**config.mk**
```make
export PLATFORM = sky130hd
export DESIGN_NAME = axilite_master
export DESIGN_NICKNAME = d
export VERILOG_FILES = /design/src/rtl/axilite_master.sv
export SDC_FILE = /design/constraint.sdc
export NUM_CORES = 1
export LEC_CHECK = 0
export ABC_AREA = 1
export CAP_MARGIN = 10
export CORE_MARGIN = 2
export CORE_UTILIZATION = 39
export DETAILED_ROUTE_END_ITERATION = 10
export PLACE_DENSITY = 0.8
export SYNTH_ARGS = -nofsm -noshare
export SYNTH_HDL_FRONTEND = slang
export SYNTH_SLANG_ARGS = --single-unit
```
**constraint.sdc**
```tcl
create_clock -name aclk -period 1.8 [get_ports aclk]
set_input_delay 0.18 -clock aclk [delete_from_list [all_inputs] [get_ports aclk]]
set_output_delay 0.18 -clock aclk [all_outputs]
set_load 0.05 [all_outputs]
```
**src/rtl/axilite_master.sv**
```systemverilog
// Single-outstanding AXI4-Lite master: one command in, one AXI-Lite transaction out,
// one response back. All AXI outputs are registered; valids never depend on readies.
module axilite_master #(
  parameter int unsigned ADDR_SIZE   = 32,
  parameter int unsigned DATA_WIDTH  = 32,
  parameter logic [1:0]  RESP_OKAY   = 2'b00,
  parameter logic [1:0]  RESP_SLVERR = 2'b10
) (
  input  logic                      aclk,
  input  logic                      aresetn,
  // command side
  input  logic                      cmd_valid,
  output logic                      cmd_ready,
  input  logic                      cmd_write,
  input  logic [ADDR_SIZE-1:0]      cmd_addr,
  input  logic [DATA_WIDTH-1:0]     cmd_wdata,
  input  logic [DATA_WIDTH/8-1:0]   cmd_wstrb,
  // response side
  output logic                      rsp_valid,
  input  logic                      rsp_ready,
  output logic                      rsp_write,
  output logic [DATA_WIDTH-1:0]     rsp_rdata,
  output logic [1:0]                rsp_resp,
  // AXI-Lite write channels
  output logic [ADDR_SIZE-1:0]      awaddr,
  output logic                      awvalid,
  input  logic                      awready,
  output logic [DATA_WIDTH-1:0]     wdata,
  output logic [DATA_WIDTH/8-1:0]   wstrb,
  output logic                      wvalid,
  input  logic                      wready,
  input  logic [1:0]                bresp,
  input  logic                      bvalid,
  output logic                      bready,
  // AXI-Lite read channels
  output logic [ADDR_SIZE-1:0]      araddr,
  output logic                      arvalid,
  input  logic                      arready,
  input  logic [DATA_WIDTH-1:0]     rdata,
  input  logic [1:0]                rresp,
  input  logic                      rvalid,
  output logic                      rready
);

  // Elaboration-time sanity check on the parameter set.
  if ((DATA_WIDTH % 8) != 0 || RESP_SLVERR == RESP_OKAY) begin : g_param_check
    $error("axilite_master: DATA_WIDTH must be a multiple of 8 and response codes distinct");
  end

  typedef enum logic [2:0] {
    StIdle,
    StWrite,
    StWresp,
    StRead,
    StRdata,
    StResp
  } state_e;

  state_e                    state_q, state_d;
  logic                      awvalid_q, awvalid_d;
  logic                      wvalid_q, wvalid_d;
  logic                      arvalid_q, arvalid_d;
  logic                      bready_q, bready_d;
  logic                      rready_q, rready_d;
  logic                      rsp_valid_q, rsp_valid_d;
  logic                      rsp_write_q, rsp_write_d;
  logic [ADDR_SIZE-1:0]      addr_q, addr_d;
  logic [DATA_WIDTH-1:0]     wdata_q, wdata_d;
  logic [DATA_WIDTH/8-1:0]   wstrb_q, wstrb_d;
  logic [DATA_WIDTH-1:0]     rsp_rdata_q, rsp_rdata_d;
  logic [1:0]                rsp_resp_q, rsp_resp_d;

  // AW and W are done once their valid has dropped or handshakes this cycle.
  logic aw_done, w_done;
  assign aw_done = !awvalid_q || awready;
  assign w_done  = !wvalid_q || wready;

  // Next-state and next-output decode; every register holds by default.
  always_comb begin
    state_d     = state_q;
    awvalid_d   = awvalid_q;
    wvalid_d    = wvalid_q;
    arvalid_d   = arvalid_q;
    bready_d    = bready_q;
    rready_d    = rready_q;
    rsp_valid_d = rsp_valid_q;
    rsp_write_d = rsp_write_q;
    addr_d      = addr_q;
    wdata_d     = wdata_q;
    wstrb_d     = wstrb_q;
    rsp_rdata_d = rsp_rdata_q;
    rsp_resp_d  = rsp_resp_q;
    unique case (state_q)
      StIdle: begin
        if (cmd_valid) begin
          addr_d  = cmd_addr;
          wdata_d = cmd_wdata;
          wstrb_d = cmd_wstrb;
          if (cmd_write) begin
            state_d   = StWrite;
            awvalid_d = 1'b1;
            wvalid_d  = 1'b1;
          end else begin
            state_d   = StRead;
            arvalid_d = 1'b1;
          end
        end
      end
      StWrite: begin
        if (awready) awvalid_d = 1'b0;
        if (wready)  wvalid_d  = 1'b0;
        if (aw_done && w_done) begin
          state_d  = StWresp;
          bready_d = 1'b1;
        end
      end
      StWresp: begin
        if (bvalid) begin
          state_d     = StResp;
          bready_d    = 1'b0;
          rsp_valid_d = 1'b1;
          rsp_write_d = 1'b1;
          rsp_rdata_d = '0;
          rsp_resp_d  = bresp;
        end
      end
      StRead: begin
        if (arready) begin
          state_d   = StRdata;
          arvalid_d = 1'b0;
          rready_d  = 1'b1;
        end
      end
      StRdata: begin
        if (rvalid) begin
          state_d     = StResp;
          rready_d    = 1'b0;
          rsp_valid_d = 1'b1;
          rsp_write_d = 1'b0;
          rsp_rdata_d = rdata;
          rsp_resp_d  = rresp;
        end
      end
      StResp: begin
        if (rsp_ready) begin
          state_d     = StIdle;
          rsp_valid_d = 1'b0;
        end
      end
      default: state_d = StIdle;
    endcase
  end

  // State and output registers; reset abandons any in-flight transfer.
  always_ff @(posedge aclk or negedge aresetn) begin
    if (!aresetn) begin
      state_q     <= StIdle;
      awvalid_q   <= 1'b0;
      wvalid_q    <= 1'b0;
      arvalid_q   <= 1'b0;
      bready_q    <= 1'b0;
      rready_q    <= 1'b0;
      rsp_valid_q <= 1'b0;
      rsp_write_q <= 1'b0;
      addr_q      <= '0;
      wdata_q     <= '0;
      wstrb_q     <= '0;
      rsp_rdata_q <= '0;
      rsp_resp_q  <= RESP_OKAY;
    end else begin
      state_q     <= state_d;
      awvalid_q   <= awvalid_d;
      wvalid_q    <= wvalid_d;
      arvalid_q   <= arvalid_d;
      bready_q    <= bready_d;
      rready_q    <= rready_d;
      rsp_valid_q <= rsp_valid_d;
      rsp_write_q <= rsp_write_d;
      addr_q      <= addr_d;
      wdata_q     <= wdata_d;
      wstrb_q     <= wstrb_d;
      rsp_rdata_q <= rsp_rdata_d;
      rsp_resp_q  <= rsp_resp_d;
    end
  end

  assign cmd_ready = (state_q == StIdle);
  assign rsp_valid = rsp_valid_q;
  assign rsp_write = rsp_write_q;
  assign rsp_rdata = rsp_rdata_q;
  assign rsp_resp  = rsp_resp_q;
  assign awaddr    = addr_q;
  assign araddr    = addr_q;
  assign awvalid   = awvalid_q;
  assign wdata     = wdata_q;
  assign wstrb     = wstrb_q;
  assign wvalid    = wvalid_q;
  assign bready    = bready_q;
  assign arvalid   = arvalid_q;
  assign rready    = rready_q;

endmodule

```
== Yosys cells after proc, flatten, opt, wreduce, memory -nomap -nowiden ==
Index checks and enable logic that the tools add are counted.

* Add/subtract/negate cells: 0
* Multipliers: 0
* Div/mod/pow operators: 0
* $lt $le $gt $ge: 0
* Equal/unequal tests: 15
* Shift-type cells: 0
* Muxes and demuxes: 35
* Bitwise operators: 0
* Reductions and logical operators: 21

{| class="wikitable"
|+ Operator list
! operator !! count
|-
| 32-bit two-way mux || 2
|-
| 32-bit case mux with 2 select lines || 1
|-
| 3-bit two-way mux || 6
|-
| 2-bit != test (second input constant) || 9
|-
| 3-bit case mux with 6 select lines || 1
|-
| 4-bit AND reduction || 4
|-
| 1-bit two-way mux || 14
|-
| 1-bit case mux with 2 select lines || 6
|-
| 2-bit nonzero test || 5
|-
| 3-bit AND reduction || 3
|-
| 3-bit by 2-bit == test with 1-bit output (second input constant) || 2
|-
| 3-bit == test (second input constant) || 2
|-
| 2-bit two-way mux || 3
|-
| 6-bit AND reduction || 1
|-
| 2-bit case mux with 2 select lines || 1
|-
| 3-bit by 1-bit == test with 1-bit output (second input constant) || 1
|-
| 3-bit logical NOT || 1
|-
| 1-bit case mux with 3 select lines || 1
|-
| 3-bit nonzero test || 1
|-
| 1-bit logical NOT || 2
|-
| 1-bit logical OR || 2
|-
| 2-bit by 1-bit != test with 1-bit output (second input constant) || 1
|-
| 2-bit AND reduction || 1
|-
| 1-bit logical AND || 1
|}

* Flip-flop bits (word level): 112
* Latch bits: 0
* Memory bits (writable): 0
* Memory bits (read-only): 0
* Bits of input ports: 114
* Word-level logic and storage cells: 84
* Memories kept: 0

== Longest topological paths before layout ==
Gate-level depths: netlist (run 1).

* Word-level depth: 5
* Gate-level depth with buffers: 10

== Worst setup path after synthesis (run 1) ==
OpenSTA, ideal clock, no wires.

* Path type: reg-to-reg
* From: register state_q[0]
* To: register wdata_q[10], in the netlist wdata[10]
* Data arrival time: 1.450 ns
* Required time: 1.682 ns
* Slack: 0.232 ns
* Stages on the path, launching flop included: 9
* Period minus slack after synthesis: 1.568 ns
* Path through: dfrtp_1 nor2_4 nand2_2 inv_2 nand2_4 buf_6 buf_2 nand2_1 nand2_1

* Cells in the longest elaborated chain, start to end: 2

{| class="wikitable"
|+ RTL lines
! what !! RTL line !! text
|-
| from (decl) || 59 || <nowiki>state_e state_q, state_d;</nowiki>
|-
| from (signal assigned) || 157 || <nowiki>state_q <= StIdle;</nowiki>
|-
| from (signal assigned) || 171 || <nowiki>state_q <= state_d;</nowiki>
|-
| 3-bit logical NOT || -- ||
|-
| net cmd_ready || 13 || <nowiki>output logic cmd_ready,</nowiki>
|-
| 2-bit AND reduction (no line) || -- ||
|-
| to (signal assigned) || 180 || <nowiki>wdata_q <= wdata_d;</nowiki>
|-
| to (decl) || 68 || <nowiki>logic [DATA_WIDTH-1:0] wdata_q, wdata_d;</nowiki>
|}

The timed path passes the listed nets, and every way through them passes these cells.
A chain may end at the register's enable or synchronous reset.

== Final worst setup path (run 1) ==
* From: register addr_q[28], in the netlist araddr[28]
* To: output port awaddr[28]

{| class="wikitable"
|+ RTL lines
! what !! RTL line !! text
|-
| from (decl) || 67 || <nowiki>logic [ADDR_SIZE-1:0] addr_q, addr_d;</nowiki>
|-
| from (signal assigned) || 179 || <nowiki>addr_q <= addr_d;</nowiki>
|-
| to (decl) || 25 || <nowiki>output logic [ADDR_SIZE-1:0] awaddr,</nowiki>
|}

No word-level cell between the ends.

==> results.cfg, run 1 <==
[critical_path]
crit_start = araddr[28]
setup.worst_path.start_class = flip-flop
crit_buf_inv = 1
cp.required_ns = 1.62
criticalPathCategory = flip-flop to primary output
cp_max_fo = 3
cpPeakStageDelay_ns = 0.82
endpoint_kind = primary output
worstPathArrival_ns = 1.57
worst_path_max_delay_cell = clkdlybuf4s50_1
worstPathCellList = clkdlybuf4s50_1
cp_top_family = buffers and inverters
worstReg2RegStart = state_q[0]

[clock_network]
clkTransAtPathRegs_ns = 0.07
numClockSinks = 112
htree_levels = 3
clock_latency_ns = 0.34
numCtsBuffers = 9
cts-root-buf = clkbuf_16
clk_path_buf_depth = 2
cts_tree = built

[yosys]
synth_fa_ha_area_share_pct = 0
synth_top_family_by_area = simple AND/OR/NAND/NOR gates
synth_ff_type = dfrtp_1
postSynthAreaPerCell_sq_um = 8.690
synthXorXnorAreaFrac_pct = 0
async_reset_ff_share_pct = 100.0
synth_area_leaders = dfrtp_1 59%, nand2_1 20%, buf_4 5.0%, inv_1 3.5%, o21ai_0 2.3%
ys_ff_latch = 112
synth_simple_gate_area_share_pct = 24.59
netlist_instances = 548
yosysTopAreaCell = dfrtp_1
synthesis.nets = 662
synth_edf_count = 0
syn_area_sq_mm = 0.004762
muxShareOfSynthArea_pct = 0
yosysWarnings = 0
yosysSeqAreaShare_pct = 58.85
synth_compound_area_share_pct = 4.651
ys_types = 25
netlist.area_leader.share_pct = 58.85

[placed_design]
io_buffers = 255
gp_congestion = 0.8301
dpl-instance-area_sq_mm = 0.007242
dp_slack_ns = 0.1772
dp_hpwl_mm = 9.715

[timing]
max_freq_mhz = 571.0
fin_skew_ns = 0.01277
hold_viol = 0
fin_ws_ns = 0.04865
rsz0062_at_grt = no
period_minus_slack_ns = 1.751
finalSetupViolCount = 0
report.final.slew_viol_count = 0
relSlewSlack_pct = 64.15
worst_slew_pin_slew_ns = 0.5360
setup_tns_ns = 0
finalCritPeriodShare_pct = 97.30

[finish]
final_common_cell = nand2_1
drive_gt1_share_pct = 6.572
post-route-util_pct = 63.10
nNetsFinal = 885
regArea_sq_mm = 0.002803
final_cell_mix = 256 x nand2_1, 245 x clkdlybuf4s50_1, 112 x dfrtp_1
final_cell_area_sq_mm = 0.007547
diodes = 0
num-fill-cells = 967
area.growth.synth_to_final_pct = 58.49
multi_input_area_sq_mm = 0.001393

[drt]
vias_per_cell = 4.576
wl_met1_mm = 5.226
wl_per_cell_um = 14.13
drtPass1Iterations = 4
vias = 4224
routed_wl_mm = 13.04
drc = 0
top_layer_used = met4
ant_nets = 0
wl_met3_mm = 1.061
drt-initial-drc-count = 335
wl_met2_mm = 6.562

[grt]
gr-total-overflow = 0
antenna_found_initial = 0
grtUsageTotal_pct = 19.54
grt_pass1_vias = 4096
grt_max_degree = 65
grt_pass1_wl_mm = 20.38

[floorplanning]
core-area_sq_mm = 0.01196
dieArea_sq_mm = 0.01311
die_h_um = 114.5
start_util_pct = 39.81
ios = 256
rows = 40
dieWidth_um = 114.5

[status]
outcome = complete, no violations

[min_path]
worstHoldPathType = input port to asynchronous set/reset pin

[job]
cap_violations = 0
## metrics by stage
stage | std cells | hold WS, ns
global placement | 906 | 0.09092
global route | 923 | 0.2916
CTS | 923 | 0.2624
finish | 923 | 0.2670
detailed placement | 906 | 0.09327
floorplan | 548 | -0.1156
## layer usage
layer  global-route usage, %  vias to the layer above
met3                   6.141                       15
met4                   5.610                        0
met1                   23.48                     1979
met5                       0                        -
met2                   33.73                      167
li1                        -                     2063
## cell families (layout without fill, tap and decap cells)
kind of cell / after synthesis / in the layout
buf+inv: 101 / 329
compound gates: 43 / 43
simple gates: 292 / 292
flops: 112 / 112
## what timing repair did
action,CTS,global route
gates resized for setup,0,4
hold endpoints to repair,20,0
hold buffers,1,0
setup buffers,0,0
setup endpoints to repair,0,4
## path summary, 6_finish.rpt
check	endpoint	slack, ns	depth (start not counted)
setup / recovery	awaddr[28]	0.05	1
hold / removal	wdata[26]	0.27	2
setup reg to reg	araddr[12]	0.16	8
hold reg to reg	rsp_valid	0.47	2
max in group asynchronous	araddr[31]	0.84	3
min in group aclk	araddr[3]	0.37	3
## registers in the layout (all words and copies together) (netlist names)
name / count
wvalid: 1
wdata: 32
awvalid: 1
rready: 1
araddr: 32
wstrb: 4
state_q: 3
arvalid: 1
bready: 1
rsp_valid: 1
rsp_resp: 2
rsp_rdata: 32
rsp_write: 1
## final cells by class
cell class | count | share of cell area, %
timing repair buffer | 265 | 35.78
inverter | 48 | 2.420
tap | 147 | 2.437
clock inverter | 4 | 0.3813
multi-input combinational | 335 | 18.45
sequential | 112 | 37.14
clock buffer | 12 | 3.399
## Yosys cell counts (2+ instances only)
cell,number
buf_2,12
buf_4,32
o21ai_0,22
nand2_1,256
o21a_1,2
inv_2,3
nand3_1,7
inv_1,44
o21ai_1,15
a21oi_1,3
dfrtp_1,112
clkbuf_1,2
nand3b_1,2
nor2_1,9
nand2_2,13
buf_6,5
Power of run 1 is left out: the tool's default activity adds up to more than one toggle a clock period on the data nets, which glitch-free logic cannot reach.
==> run 2: changes to the inputs <==
--- a/config.mk
+++ b/config.mk
@@ -7,7 +7,7 @@
 export LEC_CHECK = 0
 export ABC_AREA = 1
 export CAP_MARGIN = 10
-export CORE_MARGIN = 2
+export CORE_MARGIN = 10
 export CORE_UTILIZATION = 39
 export DETAILED_ROUTE_END_ITERATION = 10
 export PLACE_DENSITY = 0.8
==> results.cfg, run 2 (synthesis results as in run 1) <==
[finish]
post-route-util_pct = 63.31
area.growth.synth_to_final_pct = 59.01
stdcell_count = 922
num-fill-cells = 984
final_cell_area_sq_mm = 0.007572
final_common_cell = nand2_1
nNetsFinal = 884
final_cell_mix = 256 x nand2_1, 236 x clkdlybuf4s50_1, 112 x dfrtp_1
drive_gt1_share_pct = 7.484
diodes = 0

[timing]
finalSetupViolCount = 0
period_minus_slack_ns = 1.764
setup_tns_ns = 0
fin_ws_ns = 0.03559
relSlewSlack_pct = 63.33
worst_slew_pin_slew_ns = 0.5483
finalCritPeriodShare_pct = 98.02
fin_skew_ns = 0.008271
report.final.slew_viol_count = 0
rsz0062_at_grt = no
hold_viol = 0
max_freq_mhz = 566.8

[critical_path]
worst_path_max_delay_cell = clkdlybuf4s50_1
cp_max_fo = 3
r2r_end = araddr[4]
reg2reg_depth = 8
worstPathCellList = clkdlybuf4s50_1
cp_top_family = buffers and inverters
setup.worst_path.start_class = flip-flop
worstReg2RegStart = state_q[1]
endpoint_kind = primary output
cp.required_ns = 1.62
criticalPathCategory = flip-flop to primary output
worstPathArrival_ns = 1.58
crit_buf_inv = 1
cpPeakStageDelay_ns = 0.84
rrSetupSlack_ns = 0.14

[clock_network]
clk_path_buf_depth = 2
cts_tree = built
cts-root-buf = clkbuf_16
clock_latency_ns = 0.34
clkTransAtPathRegs_ns = 0.07
htree_levels = 3
numCtsBuffers = 9
postCtsSetupBuffers = 0
numClockSinks = 112

[pwr]
pwr_density_cell_mw_per_mm2 = 2346
ir_worst_vdd_v = 0.001294
power_leakage_nw = 3.799

[drt]
ant_nets = 0
routed_wl_mm = 15.26
vias = 4177
wl_per_cell_um = 16.55
vias_per_cell = 4.530
drt-initial-drc-count = 243
drtPass1Iterations = 4
drc = 0

[grt]
grtUsageTotal_pct = 17.44
antenna_found_initial = 0
gr-total-overflow = 0
grt_max_degree = 55
grt_pass1_wl_mm = 23.59
grt_pass1_vias = 4556

[placed_design]
io_buffers = 255
dp_slack_ns = 0.1176
dpl-instance-area_sq_mm = 0.007217
dp_hpwl_mm = 12.04
place_inst = 905
gp_congestion = 0.8189

[floorplanning]
dieArea_sq_mm = 0.01703
dieWidth_um = 130.5
rows = 40
core-area_sq_mm = 0.01196
ios = 256
die_h_um = 130.5
start_util_pct = 39.81

[min_path]
worstHoldPathType = input port to asynchronous set/reset pin

[status]
outcome = complete, no violations

[job]
cap_violations = 0
## run 2: changes by cell type in the layout (fill, tap and decap cells not counted), sizes merged
cell / change
clkdlybuf4s50: -9
buf: +6
bufinv: +2
clkbuf: -2
dlymetal6s2s: +2
clkinv: +1
clkinvlp: -1
## run 2: how the worst max path moves through the flow
stage                from         end  slack, ns  depth (start not counted)
6_report       araddr[22]  awaddr[22]       0.04                          1
5_1_grt        araddr[21]  awaddr[21]     0.0005                          1
4_1_cts        araddr[22]  awaddr[22]      0.007                          1
3_5_place_dp   state_q[1]   araddr[4]       0.12                          8
3_3_place_gp   state_q[1]  araddr[10]       0.22                          8
2_1_floorplan  state_q[0]   wdata[10]       0.23                          8
## run 2: routing by layer
metal	global-route usage [%]	up-vias	wire length (um)
li1	-	2071	-
met1	18.76	1927	5732
met2	29.79	156	7615
met3	6.970	23	1492
met4	7.521	0	414
met5	0	-	0
## run 2: layout make-up
| class | count | area, sq um | area share [%] |
|---|---|---|---|
| Tap cell | 147 | 183.9 | 2.429 |
| Clock buffer | 10 | 239.0 | 3.156 |
| Sequential cell | 112 | 2803 | 37.01 |
| Inverter | 48 | 182.7 | 2.412 |
| Multi-Input combinational cell | 335 | 1401 | 18.51 |
| Clock inverter | 6 | 82.58 | 1.091 |
| Timing Repair Buffer | 264 | 2680 | 35.39 |
## run 2: power by group
group          switching [mW]  internal [mW]  leakage, nW
Combinational            7.66           3.48         2.23
Clock                   0.869           1.25        0.158
Sequential              0.795           3.72         1.41
## run 2: metrics by stage
stage	hold WS, ns	power, mW
2_1_floorplan	-0.1156	12.10
3_3_place_gp	0.1255	15.56
3_5_place_dp	0.1363	15.77
4_1_cts	0.3072	17.94
5_1_grt	0.3321	18.70
6_report	0.3031	17.77
## run 2: what timing repair did
action | 4_1_cts | 5_1_grt
setup endpoints to repair | 0 | 54
hold buffers | 1 | 0
endpoints found under the hold margin | 26 | 0
gates resized for setup | 0 | 7
No activity file was read; power rests on OpenSTA's default activity.
==> run 3: changes to the inputs <==
--- a/config.mk
+++ b/config.mk
@@ -6,11 +6,12 @@
 export NUM_CORES = 1
 export LEC_CHECK = 0
 export ABC_AREA = 1
-export CAP_MARGIN = 10
+export CAP_MARGIN = 25
 export CORE_MARGIN = 10
 export CORE_UTILIZATION = 39
 export DETAILED_ROUTE_END_ITERATION = 10
 export PLACE_DENSITY = 0.8
+export SKIP_LAST_GASP = 1
 export SYNTH_ARGS = -nofsm -noshare
 export SYNTH_HDL_FRONTEND = slang
 export SYNTH_SLANG_ARGS = --single-unit
==> constraint.sdc (replaced) <==
create_clock -name aclk -period 1.8 [get_ports aclk]
set_input_delay 0.18 -clock aclk [delete_from_list [all_inputs] [get_ports aclk]]
set_output_delay 0.18 -clock aclk [all_outputs]
set_load 0.005 [all_outputs]
==> results.cfg, run 3 (synthesis results as in run 1) <==
[status]
outcome = complete, no violations

[floorplanning]
start_util_pct = 39.81
core-area_sq_mm = 0.01196
dieArea_sq_mm = 0.01703
ios = 256
rows = 40
die_h_um = 130.5
dieWidth_um = 130.5

[finish]
drive_gt1_share_pct = 6.290
area.growth.synth_to_final_pct = 58.07
diodes = 0
final_cell_mix = 256 x nand2_1, 253 x clkdlybuf4s50_1, 111 x dfrtp_1
post-route-util_pct = 62.93
final_common_cell = nand2_1
nNetsFinal = 888

[timing]
hold_viol = 0
whs_ns = 0.3293
report.final.slew_viol_count = 0
fin_skew_ns = 0.006191
relSlewSlack_pct = 64.02
finalSetupViolCount = 0
max_freq_mhz = 610.6
finalCritPeriodShare_pct = 90.99
period_minus_slack_ns = 1.638
setup_tns_ns = 0
worst_slew_pin_slew_ns = 0.5389
rsz0062_at_grt = no
fin_ws_ns = 0.1622

[grt]
grt_pass1_vias = 4569
grtUsageTotal_pct = 17.73
antenna_found_initial = 0
gr-total-overflow = 0
grt_pass1_wl_mm = 23.69
grt_max_degree = 55

[clock_network]
clkTransAtPathRegs_ns = 0.07
cts_tree = built
htree_levels = 3
clk_path_buf_depth = 2
numClockSinks = 112
numCtsBuffers = 9
clock_latency_ns = 0.34
cts-root-buf = clkbuf_16

[critical_path]
worstPathArrival_ns = 1.91
endpoint_kind = flip-flop
setup.worst_path.start_class = flip-flop
cpPeakStageDelay_ns = 0.42
cp_top_family = buffers and inverters
reg2reg_depth = 8
r2r_end = rsp_rdata[22]
worstPathCellList = buf_4, nand2_1, nor2_2, nand2_2, nand2_2, inv_2, nand2_1, o21ai_1
crit_buf_inv = 2
cp_max_fo = 33
cp.required_ns = 2.07
worstReg2RegStart = state_q[1]
criticalPathCategory = flip-flop to flip-flop
rrSetupSlack_ns = 0.16
crit_cells = 8
worst_path_max_delay_cell = dfrtp_2

[placed_design]
dp_hpwl_mm = 12.02
dp_slack_ns = 0.2148
io_buffers = 255
gp_congestion = 0.8207

[pwr]
power_leakage_nw = 3.712
power_mw = 12.39
ir_worst_vdd_v = 0.0007886
pwr_density_cell_mw_per_mm2 = 1647

[drt]
wl_per_cell_um = 16.57
drtPass1Iterations = 5
drt-initial-drc-count = 218
vias = 4245
drc = 0
routed_wl_mm = 15.35
vias_per_cell = 4.584
ant_nets = 0

[min_path]
worstHoldPathType = input port to asynchronous set/reset pin

[job]
cap_violations = 0
[run 3: changes by cell type in the layout (fill, tap and decap cells not counted), sizes merged]
cell / previous run / this run
clkbuf: 10 / 14
clkinv: 3 / 1
bufinv: 2 / 0
dlymetal6s2s: 6 / 1
buf: 21 / 13
clkdlybuf4s50: 236 / 253
[run 3: area by class of cell]
class	instances	area [sq um]
multi-input combinational	335	1393
sequential	112	2804
inverter	48	182.7
clock buffer	14	274.0
clock inverter	2	12.51
timing repair buffer	268	2678
fill	1009	4434
tap	147	183.9
[run 3: through the flow]
step	area [sq um]	instances
6_report	7527	926
3_5_place_dp	7212	907
4_1_cts	7525	926
3_3_place_gp	7212	907
5_1_grt	7527	926
2_1_floorplan	4762	548
[run 3: where the power goes]
part           internal [mW]  switching, mW
registers               3.72          0.800
clock network           1.05          0.857
logic                   3.49           2.48
total                   8.26           4.14
[run 3: worst max path at each step]
stage	start	to	slack, ns
final	state_q[1]	rsp_rdata[22]	0.16
after global routing	state_q[1]	rsp_rdata[8]	0.008
after CTS	state_q[1]	cmd_ready	0.03
after detailed placement	bvalid	rsp_rdata[22]	0.21
after global placement	state_q[1]	cmd_ready	0.30
after floorplan	state_q[2]	rsp_rdata[10]	0.43
[run 3: metal layers]
| layer | wire (um) | vias up | global-route usage [%] |
|---|---|---|---|
| met4 | 309 | 0 | 7.456 |
| met3 | 1544 | 20 | 7.293 |
| met2 | 7732 | 158 | 30.24 |
| met5 | 0 | - | 0 |
| met1 | 5759 | 1994 | 19.07 |
| li1 | - | 2073 | - |
[run 3: repair_timing]
action | CTS | global route
gates resized for setup | 1 | 1
gates cloned | 0 | 0
endpoints found under the setup margin | 1 | 1
hold buffers | 1 | 0
pin swaps | 1 | 0
endpoints found under the hold margin | 34 | 0
buffers inserted | 2 | 0
